**src/rtl/regfile_writeback.sv**
```systemverilog
// Register file write-back front end: merges ALU and load results into a FIFO,
// drops x0 writes and drives one register file write per cycle. Option: WB_SCOREBOARD_EN.
module regfile_writeback #(
    parameter int DEPTH = 4
) (
    input  logic                     clk,
    input  logic                     reset,
    input  logic                     alu_valid,
    input  logic [4:0]               alu_rd,
    input  logic [31:0]              alu_data,
    output logic                     alu_ready,
    input  logic                     ld_valid,
    input  logic [4:0]               ld_rd,
    input  logic [31:0]              ld_data,
    output logic                     ld_ready,
    output logic                     writeenable,
    output logic [4:0]               rd,
    output logic [31:0]              datain,
    output logic [$clog2(DEPTH):0]   count,
    input  logic [4:0]               query_rs1,
    input  logic [4:0]               query_rs2,
    output logic                     rs1_pending,
    output logic                     rs2_pending
);

    localparam int PW = $clog2(DEPTH);
    localparam int CW = PW + 1;

    logic [4:0]    rd_mem_q   [DEPTH];
    logic [31:0]   data_mem_q [DEPTH];
    logic [PW-1:0] wr_ptr_q, wr_ptr_d;
    logic [PW-1:0] rd_ptr_q, rd_ptr_d;
    logic [PW-1:0] alu_idx;
    logic [CW-1:0] count_q, count_d;
    logic          we_q;
    logic [4:0]    rd_q;
    logic [31:0]   data_q;
    logic          ld_push, alu_push, pop;

    // Readiness looks only at registered occupancy so producers never see
    // a combinational path through valid or through this cycle's pop.
    assign ld_ready  = (count_q < CW'(DEPTH));
    assign alu_ready = (count_q <= CW'(DEPTH - 2));

    assign writeenable = we_q;
    assign rd          = rd_q;
    assign datain      = data_q;
    assign count       = count_q;

    // Push/pop decisions and pointer arithmetic; load is older than ALU
    always_comb begin
        ld_push  = ld_valid && ld_ready && (ld_rd != 5'd0);
        alu_push = alu_valid && alu_ready && (alu_rd != 5'd0);
        pop      = (count_q != '0);
        alu_idx  = wr_ptr_q + PW'(ld_push);
        wr_ptr_d = wr_ptr_q + PW'(ld_push) + PW'(alu_push);
        rd_ptr_d = rd_ptr_q + PW'(pop);
        count_d  = count_q + CW'(ld_push) + CW'(alu_push) - CW'(pop);
    end

    // FIFO storage, pointers, occupancy and the registered write port
    always_ff @(posedge clk or posedge reset) begin
        if (reset) begin
            for (int i = 0; i < DEPTH; i++) begin
                rd_mem_q[i]   <= '0;
                data_mem_q[i] <= '0;
            end
            wr_ptr_q <= '0;
            rd_ptr_q <= '0;
            count_q  <= '0;
            we_q     <= 1'b0;
            rd_q     <= '0;
            data_q   <= '0;
        end else begin
            if (ld_push) begin
                rd_mem_q[wr_ptr_q]   <= ld_rd;
                data_mem_q[wr_ptr_q] <= ld_data;
            end
            if (alu_push) begin
                rd_mem_q[alu_idx]   <= alu_rd;
                data_mem_q[alu_idx] <= alu_data;
            end
            if (pop) begin
                we_q   <= 1'b1;
                rd_q   <= rd_mem_q[rd_ptr_q];
                data_q <= data_mem_q[rd_ptr_q];
            end else begin
                we_q <= 1'b0;
            end
            wr_ptr_q <= wr_ptr_d;
            rd_ptr_q <= rd_ptr_d;
            count_q  <= count_d;
        end
    end

`ifdef WB_SCOREBOARD_EN
    logic [DEPTH-1:0] vld_q;
    logic             rs1_hit, rs2_hit;

    // Per-entry valid bits; a slot is never pushed and popped on the same edge
    always_ff @(posedge clk or posedge reset) begin
        if (reset) begin
            vld_q <= '0;
        end else begin
            if (pop)      vld_q[rd_ptr_q] <= 1'b0;
            if (ld_push)  vld_q[wr_ptr_q] <= 1'b1;
            if (alu_push) vld_q[alu_idx]  <= 1'b1;
        end
    end

    // A source is pending while queued or sitting in the output register
    always_comb begin
        rs1_hit = we_q && (rd_q == query_rs1);
        rs2_hit = we_q && (rd_q == query_rs2);
        for (int i = 0; i < DEPTH; i++) begin
            if (vld_q[i] && (rd_mem_q[i] == query_rs1)) rs1_hit = 1'b1;
            if (vld_q[i] && (rd_mem_q[i] == query_rs2)) rs2_hit = 1'b1;
        end
        rs1_pending = rs1_hit && (query_rs1 != 5'd0);
        rs2_pending = rs2_hit && (query_rs2 != 5'd0);
    end
`else
    logic unused_query;

    assign unused_query = ^{query_rs1, query_rs2};
    assign rs1_pending  = 1'b0;
    assign rs2_pending  = 1'b0;
`endif

`ifndef SYNTHESIS
    a_no_overflow: assert property (
        @(posedge clk) disable iff (reset) count_q <= CW'(DEPTH)
    ) else $error("regfile_writeback: FIFO occupancy above DEPTH");
`endif

endmodule
```
**config.mk**
```make
export PLATFORM = sky130hd
export DESIGN_NAME = regfile_writeback
export DESIGN_NICKNAME = d
export VERILOG_FILES = /design/src/rtl/regfile_writeback.sv
export SDC_FILE = /design/constraint.sdc
export NUM_CORES = 1
export LEC_CHECK = 0
export BUFFER_PORTS_ARGS = -buffer_cell sky130_fd_sc_hd__buf_2
export CAP_MARGIN = 20
export CORE_AREA = 2 2 146 148
export DETAILED_ROUTE_END_ITERATION = 8
export DIE_AREA = 0 0 148 150
export PLACE_DENSITY = 0.7
export SLEW_MARGIN = 30
export SYNTH_ARGS = -nofsm -noshare
export SYNTH_HDL_FRONTEND = slang
export SYNTH_SLANG_ARGS = --single-unit
```
**constraint.sdc**
```tcl
create_clock -name clk -period 10.9 [get_ports clk]
set_clock_uncertainty 0.2 [all_clocks]
set_input_delay 1.09 -clock clk [delete_from_list [all_inputs] [get_ports clk]]
set_output_delay 1.09 -clock clk [all_outputs]
set_load 0.01 [all_outputs]
```
==> results.md <==
- Status: finished clean
- Sw Ratio: 32.1%
- EDFF count, synth: 0
- Slew @ Worst Pin: 0.803 ns
- Crit Path Category: input port to flop
- NumNets Final: 852
- Placer Congestion: 0.751
- Num CTS Buffers: 17
- Warnings, synthesis: 0
- Total vias in the final route: 6049
- Cell with the largest stage delay on the worst path: and3_2
- Total Wirelength: 23900 µm
- Skew-Pair Late Insertion Delay: 0.43 ns
- Final core utilization: 55.7%
- Pwr/cell area: 315 nW/µm²
- Clk sinks: 193
- Cells after synthesis: 647
- Die ar.: 22200 µm²
- Leakage: 4.99 nW
- Top-count cell post-synth: mux2_2
- Root buffer cell: clkbuf_16
- Initial core utilization: 49.1%
- I/O Buffers: 120
- Cell Area, Placed: 11000 µm²
- Initial antenna violation count: 5
- Clock buffer depth: 2
- VDD IR-drop max: 153 µV
- Die H: 150 µm
- Placed cells: 1013
- P_int: 0.00247 W
- # setup viols final: 0
- Largest net degree at the start of global routing: 107
- Cts-stage hold buffer count: 0
- Pre-antenna DRT Iters: 5
- Net Switching: 0.00117 W
- DP Wirelength: 14900 µm
- Seq cells post-synth: 193
- Layout area overhead: 13.5%
- Row count: 53
- Global-route usage over all layers: 22.6%
- Yosys cell types: 33
- CTS H-tree lvls: 4
- Largest area contributor in the netlist: dfrtp_1
- Top cells by area, synth: dfrtp_1, mux2_2, mux4_2
- Prevailing post-synth register cell: dfrtp_1
- Asr flop ratio synth: 100%
- DR WL/cell: 22.8 µm
- Fraction of layout cells with a size suffix above 1: 68.4%
- CP required: 11.02 ns
- Critical Path End Type: flop
- Vias in the first global route: 6828
- Final Cell Area: 11500 µm²
- # DRC: 0
- Initial drt markers: 266
- MaxCap Viol Count: 0
- CTS tree: yes
- Slowest stage delay, CP: 0.72 ns
- Clock transition at the registers of the reported paths: 0.08 ns
- Fin Setup TNS: 0 ns
- Filler cells: 1700
- Mapped cell area: 10200 µm²
- Logic pwr share: 47.7%
- Fin crit period: 4.52 ns
- RSZ-0062 raised after global routing: false
- Period utilization: 41.5%
- Routed Antenna Nets: 0
- DR vias/cell: 5.77
- Slew headroom: 46.4%
- Commonest cells post-synth: mux2_2, dfrtp_1, mux4_2
- Synthesized area per cell: 15.7 µm²
- Yosys top cell area share: 47.5%
- Sequential power share: 35.8%
- Fin cells: 1049
- Clk network pwr share: 16.5%
- Max Slew Vio Count: 0
- Worst setup SP type: input port
- First-pass GRT wire length: 38000 µm
- Final hold vios: 0
- Max Clock Freq: 0.221 GHz
- Critical Path Fanout Max: 21
- Core Region: 20700 µm²
- Die Span X: 148 µm
- Total gr overflow: 0
- Min-Delay Path Class: flop to flop
- # Post-CTS Setup Buffers: 0
- Post-CTS resize count: 0
- Register area share after synthesis: 47.5%
- Critical path, cell by cell: buf_2 > or3_1 > or2_2 > nand3_1 > inv_1 > ha_1 > xnor2_1 > and3_2 > buf_4 > mux2_2
- Critical Path AT: 4.65 ns
- # IOs: 133
-- cell usage in the layout, fill, tap and decap left out, types with 3 or more instances in the layout --
cell type   synthesis  routed
inv_1               7       6
mux4_2             37      37
o21ai_4             4       4
clkinv_2            0       3
inv_8               0       5
clkinvlp_4          0       3
inv_6               0       3
a22o_1             20      20
mux2_4             30      30
ha_1                5       5
diode_2             0       4
dfrtp_1           193     191
mux2_1             10      10
buf_4               2      12
clkbuf_16           0      17
buf_2              25     120
mux2_2            273     273
-- power groups by stage --
stage | Combinational [W] | Clock [W] | Sequential, W
floorplan | 0.00137 | 0 | 0.00128
CTS | 0.00176 | 0.000610 | 0.00130
finish | 0.00173 | 0.000599 | 0.00130
global placement | 0.00167 | 0 | 0.00127
global route | 0.00187 | 0.000637 | 0.00135
detailed placement | 0.00175 | 0 | 0.00131
-- final timing paths --
check | slack (ns) | endpoint | cells past startpoint | startpoint
setup / recovery | 6.38 | rd_mem_q[10] | 10 | ld_rd[4]
setup reg to reg | 7.40 | rd_mem_q[10] | 8 | count[2]
hold / removal | 0.30 | datain[9] | 1 | datain[9]
min in group asynchronous | 0.58 | data_mem_q[34] | 2 | reset
max in group asynchronous | 8.64 | rd_mem_q[11] | 3 | reset
hold reg to reg | 0.30 | datain[9] | 1 | datain[9]
-- critical path: cells and delay by family --
| family | cells | cell delay (ns) |
|---|---|---|
| multiplexers | 1 | 0.39 |
| XOR/XNOR | 1 | 0.48 |
| buffers and inverters | 3 | 0.72 |
| adder cells (fa/ha/maj) | 1 | 0.19 |
| AND/OR/NAND/NOR | 4 | 1.75 |
-- metrics by stage --
| stage | total power, W | hold WS (ns) | worst slack, ns |
|---|---|---|---|
| final | 0.00363 | 0.302 | 6.38 |
| after detailed placement | 0.00306 | 0.287 | 5.93 |
| after global placement | 0.00295 | 0.282 | 5.97 |
| after CTS | 0.00367 | 0.305 | 6.38 |
| after floorplan | 0.00265 | 0.273 | 4.35 |
| after global routing | 0.00385 | 0.320 | 6.24 |
-- flip-flops by register name, indices dropped and copies added, names as in the netlist --
| register | flops |
|---|---|
| writeenable | 1 |
| data_mem_q | 128 |
| rd | 5 |
| count | 3 |
| rd_mem_q | 20 |
| rd_ptr_q | 2 |
| wr_ptr_q | 2 |
| datain | 32 |
-- routing by layer --
metal	wire [µm]	GRT usage, %	part of all wire, %
met5	16	0	0.067
met4	543	8.19	2.3
met3	927	4.15	3.9
met2	12400	39.9	52
met1	10000	27.7	42
-- cells by family (layout without fill, tap and decap cells) --
kind of cell | after synthesis | after routing | synth area share [%]
muxes | 351 | 351 | 44.1
DFF | 193 | 193 | 47.5
buffers and inverters | 52 | 174 | 3.08
AOI/OAI and AO/OA | 25 | 25 | 2.57
and+or+nand+nor | 14 | 14 | 1.28
adders and majority gates | 7 | 7 | 1.01
xor gates and xnor gates | 4 | 4 | 0.345
other | 1 | 6 | 0.0369
-- final cells by class --
class	count	area, µm²	area share, %
repair buffers	134	713	6.18
clock buffers	17	425	3.69
clock inverters	15	126	1.10
inverters	8	37.5	0.325
multi-input cells	403	5040	43.7
flip-flops and latches	193	4830	41.9
well taps	275	344	2.98
diodes	4	10.0	0.0868
(Power assumes the default switching activity.)
